==> src/rtl/bg_render_pkg.sv <==
// Shared types and constants for the background renderer: fade states, level range and channel scaling.
package bg_render_pkg;

  typedef enum logic [1:0] {
    DARK     = 2'd0,
    FADE_IN  = 2'd1,
    BRIGHT   = 2'd2,
    FADE_OUT = 2'd3
  } fade_state_t;

  localparam int LEVEL_W     = 5;
  localparam int LEVEL_MAX   = 16;
  localparam int LEVEL_SHIFT = 4;
  localparam int RGB_W       = 4;

  // (c * level) >> 4 with level in 0..16; level 16 is an exact passthrough.
  function automatic logic [RGB_W-1:0] scale_channel(input logic [RGB_W-1:0]   c,
                                                     input logic [LEVEL_W-1:0] level);
    return RGB_W'(({{LEVEL_W{1'b0}}, c} * {{RGB_W{1'b0}}, level}) >> LEVEL_SHIFT);
  endfunction

endpackage

==> src/rtl/bg_fade_ctrl.sv <==
// Frame-stepped fade controller: DARK/FADE_IN/BRIGHT/FADE_OUT with a 0..16 brightness level.
// Only instantiated when BG_FADE_EN is defined.
module bg_fade_ctrl
  import bg_render_pkg::*;
#(
  parameter int FRAMES_PER_STEP = 2
) (
  input  logic               vga_clk,
  input  logic               reset,
  input  logic               i_frame_tick,
  input  logic               i_fade_in,
  input  logic               i_fade_out,
  output logic [LEVEL_W-1:0] o_level,
  output logic               o_fade_busy,
  output logic               o_fade_done
);

  localparam int CNT_W = (FRAMES_PER_STEP > 1) ? $clog2(FRAMES_PER_STEP) : 1;
  localparam logic [CNT_W-1:0]   CNT_LAST = CNT_W'(FRAMES_PER_STEP - 1);
  localparam logic [LEVEL_W-1:0] LVL_TOP  = LEVEL_W'(LEVEL_MAX);
  localparam logic [LEVEL_W-1:0] LVL_NEAR = LEVEL_W'(LEVEL_MAX - 1);
  localparam logic [LEVEL_W-1:0] LVL_ONE  = LEVEL_W'(1);

  fade_state_t        r_state;
  logic [CNT_W-1:0]   r_cnt;
  logic [LEVEL_W-1:0] r_level;
  logic               r_done;

  logic w_ramping;
  logic w_accept_out;
  logic w_accept_in;

  assign w_ramping    = (r_state == FADE_IN) || (r_state == FADE_OUT);
  // fade_out is checked first so it wins when both commands arrive together.
  assign w_accept_out = i_fade_out && (r_state != DARK);
  assign w_accept_in  = i_fade_in && (r_state != BRIGHT);

  always_ff @(posedge vga_clk) begin
    if (reset) begin
      r_state <= DARK;
      r_cnt   <= '0;
      r_level <= '0;
      r_done  <= 1'b0;
    end else begin
      r_done <= 1'b0;
      if (w_accept_out) begin
        r_state <= FADE_OUT;
        r_cnt   <= '0;
      end else if (w_accept_in) begin
        r_state <= FADE_IN;
        r_cnt   <= '0;
      end else if (i_frame_tick && w_ramping) begin
        if (r_cnt == CNT_LAST) begin
          r_cnt <= '0;
          if (r_state == FADE_IN) begin
            if (r_level >= LVL_NEAR) begin
              r_level <= LVL_TOP;
              r_state <= BRIGHT;
              r_done  <= 1'b1;
            end else begin
              r_level <= r_level + LVL_ONE;
            end
          end else begin
            // A reversal at level 0 lands here too, so saturate rather than wrap.
            if (r_level <= LVL_ONE) begin
              r_level <= '0;
              r_state <= DARK;
              r_done  <= 1'b1;
            end else begin
              r_level <= r_level - LVL_ONE;
            end
          end
        end else begin
          r_cnt <= r_cnt + 1'b1;
        end
      end
    end
  end

  assign o_level     = r_level;
  assign o_fade_busy = w_ramping;
  assign o_fade_done = r_done;

endmodule

==> src/rtl/bg_fade_renderer.sv <==
// Scaled full-screen background renderer: DrawX/DrawY -> ROM address, palette colour, brightness fade.
// Define BG_FADE_EN to include the fade controller; otherwise brightness is fixed at full.
module bg_fade_renderer
  import bg_render_pkg::*;
#(
  parameter int SRC_W           = 320,
  parameter int SRC_H           = 240,
  parameter int SCALE_SHIFT     = 1,
  parameter int IDX_W           = 4,
  parameter int ADDR_W          = 17,
  parameter int FRAMES_PER_STEP = 2
) (
  input  logic              vga_clk,
  input  logic              reset,
  input  logic [9:0]        DrawX,
  input  logic [9:0]        DrawY,
  input  logic              blank,
  input  logic              frame_tick,
  input  logic              fade_in,
  input  logic              fade_out,
  output logic [ADDR_W-1:0] rom_addr,
  input  logic [IDX_W-1:0]  rom_data,
  output logic [IDX_W-1:0]  pal_index,
  input  logic [11:0]       pal_rgb,
  output logic [RGB_W-1:0]  red,
  output logic [RGB_W-1:0]  green,
  output logic [RGB_W-1:0]  blue,
  output logic              fade_busy,
  output logic              fade_done
);

  localparam logic [10:0]       SRC_W_X = 11'(SRC_W);
  localparam logic [10:0]       SRC_H_Y = 11'(SRC_H);
  localparam logic [ADDR_W-1:0] SRC_W_A = ADDR_W'(SRC_W);

  logic [9:0]         w_xs;
  logic [9:0]         w_ys;
  logic               w_in_range;
  logic [ADDR_W-1:0]  w_addr;
  logic [LEVEL_W-1:0] w_level;

  logic [ADDR_W-1:0]  r_rom_addr;
  logic               r_valid_s1;
  logic               r_valid_s2;
  logic [RGB_W-1:0]   r_red;
  logic [RGB_W-1:0]   r_green;
  logic [RGB_W-1:0]   r_blue;

  assign w_xs       = DrawX >> SCALE_SHIFT;
  assign w_ys       = DrawY >> SCALE_SHIFT;
  assign w_in_range = ({1'b0, w_xs} < SRC_W_X) && ({1'b0, w_ys} < SRC_H_Y);
  assign w_addr     = ADDR_W'(w_ys) * SRC_W_A + ADDR_W'(w_xs);

  // Stage 1 drives the ROM address, stage 2 waits on the ROM read, stage 3 registers colour.
  always_ff @(posedge vga_clk) begin
    if (reset) begin
      r_rom_addr <= '0;
      r_valid_s1 <= 1'b0;
      r_valid_s2 <= 1'b0;
      r_red      <= '0;
      r_green    <= '0;
      r_blue     <= '0;
    end else begin
      // NOTE: non-blocking assignments here so each stage sees the previous stage's pre-edge value.
      r_rom_addr <= w_in_range ? w_addr : '0;
      r_valid_s1 <= blank && w_in_range;
      r_valid_s2 <= r_valid_s1;
      r_red      <= r_valid_s2 ? scale_channel(pal_rgb[11:8], w_level) : '0;
      r_green    <= r_valid_s2 ? scale_channel(pal_rgb[7:4],  w_level) : '0;
      r_blue     <= r_valid_s2 ? scale_channel(pal_rgb[3:0],  w_level) : '0;
    end
  end

  assign rom_addr  = r_rom_addr;
  assign pal_index = rom_data;
  assign red       = r_red;
  assign green     = r_green;
  assign blue      = r_blue;

`ifdef BG_FADE_EN
  bg_fade_ctrl #(
    .FRAMES_PER_STEP(FRAMES_PER_STEP)
  ) u_fade (
    .vga_clk     (vga_clk),
    .reset       (reset),
    .i_frame_tick(frame_tick),
    .i_fade_in   (fade_in),
    .i_fade_out  (fade_out),
    .o_level     (w_level),
    .o_fade_busy (fade_busy),
    .o_fade_done (fade_done)
  );
`else
  logic w_unused_cmds;

  assign w_level       = LEVEL_W'(LEVEL_MAX);
  assign fade_busy     = 1'b0;
  assign fade_done     = 1'b0;
  assign w_unused_cmds = &{1'b0, frame_tick, fade_in, fade_out};
`endif

endmodule

==> config.mk <==
export PLATFORM = sky130hd
export DESIGN_NAME = bg_fade_renderer
export DESIGN_NICKNAME = d
export VERILOG_FILES = /design/src/rtl/bg_render_pkg.sv /design/src/rtl/bg_fade_ctrl.sv /design/src/rtl/bg_fade_renderer.sv
export SDC_FILE = /design/constraint.sdc
export NUM_CORES = 1
export LEC_CHECK = 0
export BUFFER_PORTS_ARGS = -buffer_cell sky130_fd_sc_hd__buf_2
export CAP_MARGIN = 30
export CELL_PAD_IN_SITES_DETAIL_PLACEMENT = 1
export CELL_PAD_IN_SITES_GLOBAL_PLACEMENT = 2
export CORE_UTILIZATION = 23
export DETAILED_ROUTE_END_ITERATION = 8
export PLACE_DENSITY = 0.74
export SLEW_MARGIN = 20
export SYNTH_ARGS = -nofsm -noshare
export SYNTH_HDL_FRONTEND = slang
export SYNTH_HIERARCHICAL = 1
export SYNTH_SLANG_ARGS = --single-unit
==> constraint.sdc <==
create_clock -name vga_clk -period 2.65 [get_ports vga_clk]
set_clock_uncertainty 0.15 [all_clocks]
set_input_delay 0.1325 -clock vga_clk [delete_from_list [all_inputs] [get_ports vga_clk]]
set_output_delay 0.1325 -clock vga_clk [all_outputs]
set_load 0.02 [all_outputs]
==> impl_metrics.json, run 1 <==
{
  "status": "complete, but fails checks",
  "violations": "DRC",
  "drtIter0Drc": 40,
  "track_usage_pct": 11.7,
  "clkTransAtPathRegs_ns": 0.06,
  "drv_cap": 0,
  "ys_seq_elements": 31,
  "numCtsBuffers": 5,
  "clk_latency_ns": 0.27,
  "synth_edf_count": 0,
  "hold-path-cell-count": 3,
  "ys_seq_area_share_pct": 40.1,
  "worst-path-max-fanout": 3,
  "cp_cell_sequence": "buf_2 -> ha_1 -> ha_1 -> fa_1 -> a211oi_1 -> buf_4 -> o211ai_1 -> nor4b_1 -> buf_4 -> nor4b_2 -> mux2i_1",
  "maxSlewViolCount": 0,
  "worstPathRequired_ns": 2.70,
  "worst-setup-path-type": "input pin to flip-flop",
  "hold_violations": 0,
  "worst_slack_ns": 0.107,
  "cts-root-buf": "clkbuf_8",
  "cp-end-kind": "flip-flop",
  "wl_per_cell_um": 12.1,
  "yosysTopAreaCell": "dfxtp_1",
  "portBuffers": 61,
  "fp.coreArea_mm2": 0.00642,
  "fin_nets": 308,
  "routed_via_density": 4.26,
  "peakVddDrop_uv": 147,
  "period_share_pct": 96.0,
  "pwr_density_cell_mw_per_mm2": 509,
  "hold_path.class": "input pin to flip-flop",
  "synth_top_flop_cell": "dfxtp_1",
  "grt_pass1_vias": 1370,
  "cts_buffer_depth": 2,
  "place_congestion": 0.725,
  "finalNonFillerCells": 325,
  "grt_max_degree": 13,
  "rsz0062_at_grt": "false",
  "reg2reg_to": "red[0]",
  "diodes": 0,
  "slew_headroom_pct": 58.3,
  "io_pins": 77,
  "synthArstFlopShare_pct": 0,
  "ys_warn_count": 6,
  "grt_remaining_overflow": 0,
  "die_area_mm2": 0.00707,
  "die_y_um": 84.1,
  "finalSetupTns_ns": 0,
  "ant_nets": 0,
  "fin_crit_ns": 2.54,
  "pre_cts_ws_ns": -0.190,
  "cts_tree": "yes",
  "reg2reg_slack_ns": 1.44,
  "syn-instance-count": 155,
  "critical_path.slowest_cell": "fa_1",
  "clock_sinks": 31,
  "worstMarginPinSlew_ns": 0.618,
  "fp-row-count": 29,
  "leakage_nw": 1.11,
  "endpoint": "rom_addr[16]",
  "synth_most_common_cell": "dfxtp_1",
  "critPathLaunch": "DrawY[2]",
  "drc": 22,
  "r2r_cells": 2,
  "power.total_mw": 1.15,
  "cts_htree_levels": 2,
  "synth_top_area_share_pct": 40.1,
  "antenna_found_initial": 0,
  "firstDrtPassIters": 6,
  "setup_viol": 0,
  "synth_cell_types": 42,
  "synth_area_mm2": 0.00155,
  "grt_pass1_wl_um": 6500,
  "syn_avg_cell_area_um2": 9.99,
  "cp-start-kind": "input pin",
  "dpl.hpwl_um": 3000,
  "routed_wl_um": 3940,
  "drive_gt1_share_pct": 35.5,
  "cp_slowest_stage_delay_ns": 0.47,
  "initial_utilization_pct": 24.1,
  "die_w_um": 84.1,
  "vias": 1386,
  "placedCellCount": 297,
  "fmax_mhz": 393,
  "cp.arrival_ns": 2.59,
  "areaGrowthSynthToFinish_pct": 46.3,
  "synth_common_cells": "31 x dfxtp_1, 21 x and2_1, 17 x ha_1",
  "synthTopCellsByArea": "dfxtp_1 40%, ha_1 14%, and2_1 8.5%",
  "rr_startpoint": "r_valid_s2",
  "cts_resized": 0
}
## critical path: cells and delay by family
kind / cells / cell delay (ns)
buffers and inverters: 3 / 0.45
adder cells (fa/ha/maj): 3 / 1.00
AO/OA/AOI/OAI: 2 / 0.40
AND/OR/NAND/NOR: 2 / 0.39
multiplexers: 1 / 0.22
## logic make-up (layout without fill, tap and decap cells)
logic type               count (synthesis)  count (layout)  share of synthesized area [%]
AO/OA/AOI/OAI                           23              23                           11.0
XOR/XNOR                                 6               6                           3.39
adder cells (fa/ha/maj)                 19              19                           16.3
buffers and inverters                   12             104                           4.36
flip-flops                              31              31                           40.1
multiplexers                             1               1                          0.646
other                                    1               2                          0.242
AND/OR/NAND/NOR                         62              62                           24.0
## flip-flops by register name, indices dropped and copies added (netlist names)
signal,cells
rom_addr,17
blue,4
green,4
red,4
r_valid_s1,1
r_valid_s2,1
## per-stage QoR
| step | hold slack, ns | utilization [%] | instance area, µm² |
|---|---|---|---|
| 5_1_grt | 0.0756 | 35.3 | 2270 |
| 3_3_place_gp | 0.115 | 30.9 | 1980 |
| 2_1_floorplan | 0.0541 | - | 1550 |
| 6_report | 0.0493 | 35.3 | 2270 |
| 4_1_cts | 0.0440 | 35.3 | 2270 |
| 3_5_place_dp | 0.115 | 30.9 | 1980 |
## how the worst min path moves through the flow
stage               slack, ns      endpoint        start
finish                   0.05   rom_addr[6]     DrawX[7]
global route             0.08   rom_addr[6]     DrawX[7]
CTS                      0.04   rom_addr[6]     DrawX[7]
detailed placement       0.12  pal_index[0]  rom_data[0]
global placement         0.12  pal_index[0]  rom_data[0]
floorplan                0.05    r_valid_s2        reset
## where the power goes
group          switching (mW)  internal [mW]  leakage, nW
Sequential            0.00290          0.481        0.252
Combinational           0.164          0.164        0.814
Clock                   0.156          0.184       0.0422
## layout by cell type, fill, tap and decap left out, types with 2 or more instances in the layout
cell and instances:
fa_1 2, buf_2 61, nand3_1 2, a21oi_1 2, nand4_1 2, clkbuf_8 5, dfxtp_1 31, xor2_1 3
dlygate4sd3_1 20, inv_1 4, a21o_1 2, nor4b_1 2, nor2b_1 5, ha_1 17, clkbuf_1 2, and2_1 21
o21ai_0 8, buf_4 11, or3_1 3, nand2_1 2, nor2_1 15, conb_1 2, xnor2_1 3
## per-layer routing
layer	wire length [µm]	vias up	part of all wire [%]	global-route usage, %
met5	0	-	0	0
met4	46	0	1.2	5.17
met3	305	4	7.7	2.18
met2	1790	53	45	19.6
met1	1800	616	46	14.6
li1	-	713	-	-
## final cells by class
class	instances	area (µm²)
sequential	31	621
timing repair buffer	92	588
multi-input combinational	113	865
inverter	4	15.0
clock buffer	7	76.3
clock inverter	1	5.00
tap	77	96.3
fill	762	4160
## what timing repair did
item                                    4_1_cts  5_1_grt
setup buffers                                 0        0
hold buffers                                 20        0
endpoints found under the setup margin        0        0
endpoints found under the hold margin        20        0
Power figures use the tool's default switching activity.
==> run 2, diff against run 1 <==
--- a/config.mk
+++ b/config.mk
@@ -9,10 +9,10 @@
 export CAP_MARGIN = 30
 export CELL_PAD_IN_SITES_DETAIL_PLACEMENT = 1
 export CELL_PAD_IN_SITES_GLOBAL_PLACEMENT = 2
+export CORE_MARGIN = 5
 export CORE_UTILIZATION = 23
 export DETAILED_ROUTE_END_ITERATION = 8
 export PLACE_DENSITY = 0.74
-export SLEW_MARGIN = 20
 export SYNTH_ARGS = -nofsm -noshare
 export SYNTH_HDL_FRONTEND = slang
 export SYNTH_HIERARCHICAL = 1
==> impl_metrics.json, run 2 (synthesized netlist as in run 1, its figures left out) <==
{
  "status": "completed",
  "drive_gt1_share_pct": 36.5,
  "hold_violations": 0,
  "vias": 1424,
  "drc": 0,
  "fmax_mhz": 404,
  "initial_utilization_pct": 23.2,
  "worstPathRequired_ns": 2.70,
  "reg2reg_slack_ns": 1.42,
  "min_to": "rom_addr[6]",
  "place_congestion": 0.755,
  "cts-root-buf": "clkbuf_8",
  "cp.arrival_ns": 2.53,
  "track_usage_pct": 10.2,
  "grt_pass1_wl_um": 6950,
  "antenna_found_initial": 0,
  "pwr_density_cell_mw_per_mm2": 524,
  "drtIter0Drc": 28,
  "wl_per_cell_um": 13.0,
  "clk_latency_ns": 0.27,
  "peakVddDrop_uv": 144,
  "dpl.hpwl_um": 3380,
  "cts_tree": "yes",
  "reg2reg_to": "blue[0]",
  "cp-start-kind": "input pin",
  "clkTransAtPathRegs_ns": 0.06,
  "worst-setup-path-type": "input pin to flip-flop",
  "fin_nets": 309,
  "worstMarginPinSlew_ns": 0.717,
  "areaGrowthSynthToFinish_pct": 49.1,
  "largest_reg_flops": 17,
  "die_y_um": 92.1,
  "fp.coreArea_mm2": 0.00668,
  "r2r_cells": 2,
  "fin_crit_ns": 2.48,
  "hold_path.class": "input pin to flip-flop",
  "hold-path-cell-count": 3,
  "maxSlewViolCount": 0,
  "numCtsBuffers": 5,
  "period_share_pct": 93.4,
  "rsz0062_at_grt": "false",
  "cts_buffer_depth": 2,
  "ant_nets": 0,
  "whs_ns": 0.0607,
  "diodes": 0,
  "postCtsSetupBuffers": 0,
  "die_w_um": 92.1,
  "final_cell_mix": "61 x buf_2, 31 x dfxtp_1, 21 x and2_1, 20 x dlygate4sd3_1, 17 x ha_1",
  "final_common_cell": "buf_2",
  "routed_wl_um": 4280,
  "grt_pass1_vias": 1472,
  "leakage_nw": 1.13,
  "finalSetupTns_ns": 0,
  "portBuffers": 61,
  "rr_startpoint": "r_valid_s2",
  "worst_hold_startpoint": "DrawX[7]",
  "grt_remaining_overflow": 0,
  "slew_headroom_pct": 51.7,
  "drv_cap": 0,
  "firstDrtPassIters": 2,
  "die_area_mm2": 0.00848,
  "setup_viol": 0,
  "clock_sinks": 31,
  "fp-row-count": 30,
  "cp-end-kind": "flip-flop",
  "grt_max_degree": 13,
  "routed_via_density": 4.33,
  "io_pins": 77,
  "worst-path-max-fanout": 3,
  "cts_htree_levels": 2,
  "power.total_mw": 1.21
}
==> run 2: cell count changes in the layout (fill, tap and decap cells not counted) <==
cell | previous run | this run
a211oi_2 | 1 | 2
clkbuf_1 | 2 | 1
clkbuf_8 | 5 | 7
nor4b_4 | 0 | 1
buf_4 | 11 | 12
clkinv_2 | 1 | 0
nor4b_2 | 1 | 0
a211oi_1 | 1 | 0
==> run 2: report_power, final <==
group | internal, mW | switching [mW]
clock network | 0.237 | 0.156
logic | 0.166 | 0.168
registers | 0.481 | 0.00323
total | 0.884 | 0.327
==> run 2: worst max-delay path by stage <==
stage	from	to	slack, ns	depth (start not counted)
3_3_place_gp	DrawY[2]	rom_addr[16]	-0.10	9
5_1_grt	DrawY[2]	rom_addr[16]	0.02	9
4_1_cts	DrawY[2]	rom_addr[16]	0.10	11
2_1_floorplan	DrawY[2]	rom_addr[16]	0.02	8
6_report	DrawY[2]	rom_addr[16]	0.17	9
3_5_place_dp	DrawY[2]	rom_addr[16]	-0.19	11
==> run 2: cell type report <==
class	instances	area (µm²)
Fill cell	783	4370
Multi-Input combinational cell	113	878
Sequential cell	31	621
Timing Repair Buffer	93	596
Clock buffer	8	100
Tap cell	80	100
Inverter	4	15.0
==> run 2: what timing repair did <==
action	CTS	global route
setup endpoints to repair	0	2
endpoints found under the hold margin	20	0
hold buffers	20	0
resized for setup	0	2
==> run 2: worst max-delay path, stage by stage <==
cell and delay, ns:
buf_2 0.11, ha_1 0.28, ha_1 0.23, fa_1 0.47, xor2_1 0.20, o2111ai_1 0.16
or3_4 0.44, nor4b_4 0.29, mux2i_1 0.21
==> run 2: routing by layer <==
layer | part of all wire (%) | GRT usage (%) | vias to the layer above
met4 | 1.0 | 4.08 | 0
met1 | 46 | 12.4 | 650
li1 | - | - | 715
met2 | 45 | 17.2 | 55
met3 | 7.9 | 2.79 | 4
met5 | 0 | 0 | -
==> run 2: metrics by stage <==
stage | std cells | util [%] | instance area, µm² | setup WS, ns
final | 329 | 34.6 | 2310 | 0.175
after floorplan | 156 | - | 1550 | 0.0222
after global placement | 301 | 29.9 | 2000 | -0.103
after detailed placement | 301 | 29.9 | 2000 | -0.187
after global routing | 329 | 34.6 | 2310 | 0.0153
after CTS | 329 | 34.4 | 2300 | 0.102
==> run 3, diff against run 2 <==
--- a/config.mk
+++ b/config.mk
@@ -9,10 +9,11 @@
 export CAP_MARGIN = 30
 export CELL_PAD_IN_SITES_DETAIL_PLACEMENT = 1
 export CELL_PAD_IN_SITES_GLOBAL_PLACEMENT = 2
+export CORE_ASPECT_RATIO = 0.5
 export CORE_MARGIN = 5
 export CORE_UTILIZATION = 23
 export DETAILED_ROUTE_END_ITERATION = 8
-export PLACE_DENSITY = 0.74
+export PLACE_DENSITY_LB_ADDON = 0.1
 export SYNTH_ARGS = -nofsm -noshare
 export SYNTH_HDL_FRONTEND = slang
 export SYNTH_HIERARCHICAL = 1
==> impl_metrics.json, run 3 (synthesized netlist as in run 1, its figures left out) <==
{
  "status": "completed",
  "peakVddDrop_uv": 220,
  "drc": 0,
  "placedCellCount": 314,
  "min_to": "rom_addr[6]",
  "rsz0062_at_grt": "false",
  "grt_pass1_wl_um": 7520,
  "worst-path-max-fanout": 3,
  "cts_tree": "yes",
  "clk_latency_ns": 0.27,
  "routed_via_density": 4.04,
  "fp.coreArea_mm2": 0.00662,
  "dpl.hpwl_um": 3460,
  "fp-row-count": 21,
  "reg2reg_slack_ns": 1.44,
  "worst-setup-path-type": "input pin to flip-flop",
  "grt_remaining_overflow": 0,
  "largest_reg_flops": 17,
  "whs_ns": 0.0892,
  "grt_pass1_vias": 1494,
  "final_core_util_pct": 36.2,
  "setup_viol": 0,
  "routed_wl_um": 4440,
  "leakage_nw": 1.16,
  "cts-root-buf": "clkbuf_16",
  "worst_hold_startpoint": "DrawX[7]",
  "fillers": 768,
  "firstDrtPassIters": 4,
  "slew_headroom_pct": 60.4,
  "drtIter0Drc": 31,
  "hold_path.class": "input pin to flip-flop",
  "critPathLaunch": "DrawY[2]",
  "rr_startpoint": "r_valid_s2",
  "clock_sinks": 31,
  "place_area_mm2": 0.00202,
  "drv_cap": 0,
  "vias": 1381,
  "place_congestion": 0.724,
  "grt_max_degree": 13,
  "hold-path-cell-count": 3,
  "areaGrowthSynthToFinish_pct": 54.9,
  "worst_slack_ns": 0.188,
  "drive_gt1_share_pct": 37.6,
  "die_w_um": 126,
  "hold_violations": 0,
  "fmax_mhz": 406,
  "worstMarginPinSlew_ns": 0.593,
  "pwr_density_cell_mw_per_mm2": 616,
  "maxSlewViolCount": 0,
  "die_area_mm2": 0.00858,
  "worstPathRequired_ns": 2.69,
  "pre_cts_ws_ns": -0.187,
  "portBuffers": 61,
  "postCtsSetupBuffers": 0,
  "fin_nets": 310,
  "cp-start-kind": "input pin",
  "numCtsBuffers": 5,
  "initial_utilization_pct": 23.4,
  "ant_nets": 0,
  "io_pins": 77,
  "die_y_um": 68.0,
  "cts_htree_levels": 2,
  "diodes": 0,
  "cp-end-kind": "flip-flop",
  "period_share_pct": 92.9,
  "reg2reg_to": "blue[0]",
  "wl_per_cell_um": 13.0,
  "r2r_cells": 2,
  "final_cell_mix": "61 x buf_2, 31 x dfxtp_1, 21 x and2_1, 20 x dlygate4sd3_1, 17 x ha_1",
  "track_usage_pct": 11.2,
  "clkTransAtPathRegs_ns": 0.05,
  "cts_buffer_depth": 2,
  "cp.arrival_ns": 2.50,
  "final_common_cell": "buf_2",
  "fin_crit_ns": 2.46,
  "finalNonFillerCells": 342,
  "postLayoutCellArea_mm2": 0.00240,
  "antenna_found_initial": 0
}
[run 3: worst max path at each step]
stage | endpoint | slack [ns] | cells past startpoint
5_1_grt | rom_addr[16] | 0.07 | 9
6_report | rom_addr[16] | 0.19 | 9
4_1_cts | rom_addr[16] | 0.09 | 11
2_1_floorplan | rom_addr[16] | 0.02 | 8
3_3_place_gp | rom_addr[16] | -0.11 | 9
3_5_place_dp | rom_addr[16] | -0.19 | 9
[run 3: worst max-delay path, cell delays in order]
cell and delay (ns):
buf_2 0.11, ha_1 0.29, ha_1 0.24, fa_2 0.41, xor2_1 0.19, o2111ai_1 0.17, or3_4 0.43, nor4b_2 0.30
mux2i_1 0.24
[run 3: stage by stage]
| step | setup TNS, ns | total power, mW |
|---|---|---|
| floorplan | 0 | 0.696 |
| global placement | -0.280 | 0.808 |
| detailed placement | -0.373 | 0.810 |
| CTS | 0 | 1.50 |
| global route | 0 | 1.56 |
| finish | 0 | 1.48 |
[run 3: layout make-up]
class | count | area (µm²) | area share [%]
Timing Repair Buffer | 94 | 603 | 25.1
Clock inverter | 2 | 35.0 | 1.46
Clock buffer | 6 | 139 | 5.79
Tap cell | 92 | 115 | 4.80
Inverter | 4 | 15.0 | 0.626
Multi-Input combinational cell | 113 | 872 | 36.3
Sequential cell | 31 | 621 | 25.9
[run 3: power breakdown]
part	leakage [nW]	switching [mW]	internal (mW)
Clock	0.0868	0.188	0.466
Sequential	0.252	0.00367	0.482
Combinational	0.823	0.170	0.168
[run 3: per-layer routing]
metal | vias up | GRT usage (%) | share of wire [%]
li1 | 719 | - | -
met1 | 617 | 14.0 | 50
met2 | 39 | 18.7 | 43
met3 | 6 | 3.74 | 6.3
met4 | 0 | 3.07 | 0.81
met5 | - | 0 | 0
[run 3: what timing repair did]
item                                    4_1_cts  5_1_grt
hold buffers                                 20        0
resized for setup                             0        2
endpoints found under the setup margin        0        2
hold endpoints to repair                     20        0
